<file path="src/rtl/data_cache_wt.sv">
// data_cache_wt: direct-mapped, write-through, no-write-allocate data cache for the MEM stage.
// Read hits complete combinationally; read misses and every store go through the backing memory.
module data_cache_wt #(
    parameter int INDEX_BITS = 6
) (
    input  logic        clk,
    input  logic        reset,
    input  logic [31:0] data_addr,
    input  logic [31:0] data_in,
    input  logic        mem_read,
    input  logic        mem_write,
    output logic [31:0] data_out,
    output logic        stall,
    output logic        bm_req,
    output logic        bm_we,
    output logic [31:0] bm_addr,
    output logic [31:0] bm_wdata,
    input  logic        bm_ack,
    input  logic [31:0] bm_rdata,
    output logic [1:0]  dbgState
);
    localparam int LINES    = 1 << INDEX_BITS;
    localparam int TAG_BITS = 30 - INDEX_BITS;

    typedef enum logic [1:0] {
        IDLE    = 2'd0,
        RD_MISS = 2'd1,
        WR_THRU = 2'd2
    } cacheState_t;

    cacheState_t state;

    logic [LINES-1:0]    validBits;
    logic [TAG_BITS-1:0] tagRam  [LINES];
    logic [31:0]         dataRam [LINES];

    logic [INDEX_BITS-1:0] reqIndex;
    logic [INDEX_BITS-1:0] latIndex;
    logic [TAG_BITS-1:0]   reqTag;
    logic [TAG_BITS-1:0]   latTag;
    logic                  reqHit;
    logic                  latHit;
    logic                  unusedAddrBits;

    // Backing-memory handshake: bm_req is held with bm_addr/bm_we/bm_wdata stable until a
    // one-cycle bm_ack; the transfer completes on the edge where bm_req & bm_ack are both 1.
    assign reqIndex       = data_addr[INDEX_BITS+1:2];
    assign reqTag         = data_addr[31:INDEX_BITS+2];
    assign reqHit         = validBits[reqIndex] && (tagRam[reqIndex] == reqTag);
    assign latIndex       = bm_addr[INDEX_BITS+1:2];
    assign latTag         = bm_addr[31:INDEX_BITS+2];
    assign latHit         = validBits[latIndex] && (tagRam[latIndex] == latTag);
    assign unusedAddrBits = ^{data_addr[1:0], bm_addr[1:0]};
    assign dbgState       = state;

    always_comb begin
        stall    = 1'b0;
        data_out = 32'd0;
        if (reset) begin
            case (state)
                IDLE: begin
                    if (mem_write) begin
                        stall = 1'b1;
                    end else if (mem_read) begin
                        if (reqHit) begin
                            data_out = dataRam[reqIndex];
                        end else begin
                            stall = 1'b1;
                        end
                    end
                end
                RD_MISS: begin
                    stall = ~bm_ack;
                    if (bm_ack) begin
                        data_out = bm_rdata;
                    end
                end
                WR_THRU: stall = ~bm_ack;
                default: stall = 1'b0;
            endcase
        end
    end

    always_ff @(posedge clk) begin
        if (!reset) begin
            state     <= IDLE;
            bm_req    <= 1'b0;
            bm_we     <= 1'b0;
            bm_addr   <= 32'd0;
            bm_wdata  <= 32'd0;
            validBits <= '0;
        end else begin
            case (state)
                IDLE: begin
                    // A combined read+write is a store: the write branch wins.
                    if (mem_write) begin
                        state    <= WR_THRU;
                        bm_req   <= 1'b1;
                        bm_we    <= 1'b1;
                        bm_addr  <= {data_addr[31:2], 2'b00};
                        bm_wdata <= data_in;
                    end else if (mem_read && !reqHit) begin
                        state   <= RD_MISS;
                        bm_req  <= 1'b1;
                        bm_we   <= 1'b0;
                        bm_addr <= {data_addr[31:2], 2'b00};
                    end
                end
                RD_MISS: begin
                    if (bm_ack) begin
                        validBits[latIndex] <= 1'b1;
                        state               <= IDLE;
                        bm_req              <= 1'b0;
                    end
                end
                WR_THRU: begin
                    if (bm_ack) begin
                        state  <= IDLE;
                        bm_req <= 1'b0;
                    end
                end
                default: begin
                    state  <= IDLE;
                    bm_req <= 1'b0;
                end
            endcase
        end
    end

    // Tag/data arrays carry no reset; the valid bits alone decide whether a line is live.
    always_ff @(posedge clk) begin
        if (reset && bm_ack) begin
            if (state == RD_MISS) begin
                tagRam[latIndex]  <= latTag;
                dataRam[latIndex] <= bm_rdata;
            end else if (state == WR_THRU && latHit) begin
                dataRam[latIndex] <= bm_wdata;
            end
        end
    end
endmodule

</file>
<file path="config.mk">
export PLATFORM = sky130hd
export DESIGN_NAME = data_cache_wt
export DESIGN_NICKNAME = d
export VERILOG_FILES = /design/src/rtl/data_cache_wt.sv
export SDC_FILE = /design/constraint.sdc
export NUM_CORES = 2
export LEC_CHECK = 0
export ABC_AREA = 1
export CORE_MARGIN = 4
export CORE_UTILIZATION = 30
export CTS_CLUSTER_DIAMETER = 150
export CTS_CLUSTER_SIZE = 10
export DETAILED_ROUTE_END_ITERATION = 6
export HOLD_SLACK_MARGIN = 0.03
export PLACE_DENSITY = 0.45
export SETUP_SLACK_MARGIN = 0.15
export SYNTH_ARGS = -nofsm -noshare
export SYNTH_HDL_FRONTEND = slang
export SYNTH_SLANG_ARGS = --single-unit
</file>
<file path="constraint.sdc">
create_clock -name clk -period 4.09 [get_ports clk]
set_clock_uncertainty 0.15 [all_clocks]
set_input_delay 0.6135 -clock clk [delete_from_list [all_inputs] [get_ports clk]]
set_output_delay 0.6135 -clock clk [all_outputs]
set_load 0.005 [all_outputs]
</file>
==> results.json <==
{
  "syn_inst": 14720,
  "fin_hold_ws_ns": 0.1287,
  "status": "finished with violations",
  "start_util": 0.3012,
  "first_iter_violations": 15640,
  "ys_seq_area_frac": 0.6770,
  "fill_cells": 52080,
  "synthArstFlopShare": 0,
  "totalWireLength_microns": 681400,
  "leakage_nw": 70.53,
  "clkLatencyLatePin_ns": 1.04,
  "place_area_sq_um": 188500,
  "finalHoldViolCount": 0,
  "syn-cell-area_sq_um": 163000,
  "die_w_microns": 745.1,
  "die-area_sq_um": 555200,
  "ys_types": 51,
  "first_pass_iters": 6,
  "multi_input_area_sq_um": 49700,
  "cts_buffers": 410,
  "gr-total-overflow": 0,
  "cp.arrival_ns": 4.24,
  "violations": "negative setup slack",
  "critPathLaunchType": "primary input",
  "critPathKind": "in -> out",
  "coreArea_sq_um": 541200,
  "via_per_inst": 5.567,
  "grt_max_degree": 118,
  "die_y_microns": 745.1,
  "fin_util": 0.3823,
  "hold_path.class": "in -> reg",
  "routabilityCongestion": 0.8890,
  "dpl_worst_slack_ns": -1.867,
  "seqCellArea_sq_um": 110400,
  "layout.nets": 16040,
  "vias": 129800,
  "avgSynthCellArea_sq_um": 11.08,
  "clk_transition_reported_paths_ns": 0.06,
  "num_rows": 270,
  "p_per_area_nw_per_um2": 440.8,
  "cts_tree": "built",
  "power_mw": 91.21,
  "antenna_left": 0,
  "finalCritPeriodShare": 1.224,
  "design_area_sq_um": 206900,
  "maxCapViolCount": 0,
  "cp-end-kind": "output port",
  "synth_seq_cells": 3720,
  "ioPinCount": 202,
  "wl_per_cell_microns": 29.22,
  "required_ns": 3.33,
  "drc": 0,
  "grt_pass1_wl_microns": 946300,
  "clk_path_buf_depth": 4,
  "place.port_buffers": 197,
  "fmax_mhz": 199.8,
  "synth_edf_count": 3584,
  "synth_ff_type": "edfxtp_1",
  "place_inst": 22460,
  "root_buffer": "clkbuf_16",
  "area_growth_pct": 26.95,
  "fin_crit_ns": 5.005,
  "vdd_ir_drop_max_uv": 361.5,
  "grt_usage": 0.2342,
  "rsz0062_at_grt": "true",
  "slew_headroom": 0.2389,
  "grt_pass1_vias": 122600,
  "drv_slew": 0,
  "tightest_slew_ns": 1.142,
  "path_max_fanout": 28,
  "antenna_found_initial": 27,
  "ys_warn_count": 0,
  "worst_slack_ns": -0.9152,
  "layoutNonFillerInstCount": 23320,
  "htreeDepth": 5,
  "clock_sinks": 3720,
  "tns_ns": -1159.94,
  "layout-drive-gt1-share": 0.1789,
  "finalSetupViolations": 4122,
  "dp_hpwl_microns": 396100
}
[sequential cells by signal, indices dropped and copies added (netlist names), named ones only]
register	count
bm_we	1
bm_addr	30
tagRam	1536
bm_wdata	32
dataRam	2048
bm_req	1
dbgState	2
validBits	64
[routing by layer]
layer,global-route usage,wire length (microns)
met1,0.3318,294200
met2,0.3714,311300
met3,0.03293,52040
met4,0.07229,23840
met5,0,14
[cells in the final DEF, fill, tap and decap left out, types with 269 or more instances in the layout]
cell | Yosys | routed
buf_4 | 64 | 1006
nor2_1 | 1905 | 1823
a21oi_1 | 354 | 269
buf_12 | 0 | 563
o22ai_1 | 445 | 438
edfxtp_1 | 3584 | 3584
nand2_1 | 2506 | 2401
nand3_1 | 1753 | 1682
clkbuf_16 | 0 | 446
o21ai_0 | 1781 | 1695
[cell type report]
class,count,area share
Tap cell,7208,0.04359
Antenna cell,3,0.00003628
Multi-Input combinational cell,9685,0.2402
Clock buffer,568,0.05286
Sequential cell,3720,0.5335
Timing Repair inverter,5,0.0005382
Timing Repair Buffer,2004,0.1243
Inverter,105,0.002382
Clock inverter,24,0.002582
[synthesized netlist by cell type (136+ instances only)]
| master | n | area share |
|---|---|---|
| nand3_1 | 1753 | 0.054 |
| dfxtp_1 | 136 | 0.017 |
| nor2_1 | 1905 | 0.044 |
| buf_2 | 421 | 0.013 |
| o221a_2 | 178 | 0.012 |
| o221ai_1 | 232 | 0.012 |
| a21oi_1 | 354 | 0.011 |
| clkbuf_1 | 636 | 0.015 |
| nand2_1 | 2506 | 0.058 |
| o22ai_1 | 445 | 0.017 |
| edfxtp_1 | 3584 | 0.66 |
| o21ai_0 | 1781 | 0.055 |
[final timing paths]
path / from / endpoint / slack (ns) / cells past startpoint
hold reg to reg: validBits[35] / validBits[35] / 0.34 / 2
hold / removal: data_in[19] / bm_wdata[19] / 0.13 / 3
setup / recovery: data_addr[2] / data_out[22] / -0.92 / 27
setup reg to reg: register / dataRam[27][27] / -0.45 / 23
[cells by family after synthesis]
family,after synthesis,share of synthesized area
xor gates and xnor gates,4,0.0002149
DFF,3720,0.6770
buffers and inverters,1312,0.03548
adders and majority gates,4,0.0003071
and+or+nand+nor,6223,0.1579
AOI/OAI and AO/OA,3452,0.1291
other,1,0.00002301
[worst max-delay path: stages]
cell and delay, ns:
buf_16 0.13, inv_12 0.20, buf_12 0.27, buf_4 0.20, nand2_1 0.06, nand3_1 0.06
nand3_1 0.09, nand3_1 0.11, nand3_2 0.11, nand3_1 0.11, buf_4 0.18, nand2_1 0.08
nand2_1 0.11, nand2_1 0.14, nor2_1 0.11, nand2_1 0.05, nor2_1 0.12, nand2_2 0.09
buf_12 0.14, nor3b_4 0.21, buf_12 0.19, buf_12 0.17, buf_6 0.12, buf_6 0.11
nand2_2 0.05, a21oi_2 0.13, buf_2 0.14
[power breakdown]
| part | internal (mW) | switching [mW] | leakage (nW) |
|---|---|---|---|
| sequential | 42.4 | 0.224 | 33.6 |
| combinational | 5.14 | 9.48 | 31.5 |
| clock | 18.4 | 15.5 | 5.51 |
| total | 66.0 | 25.2 | 70.5 |
[what timing repair did]
action	4_1_cts	5_1_grt
cloned	74	37
hold buffers	23	0
buffers inserted	98	41
pin swaps	114	114
gates resized for setup	510	266
endpoints found under the setup margin	4165	4165
hold endpoints to repair	30	0
(Power assumes the default switching activity.)
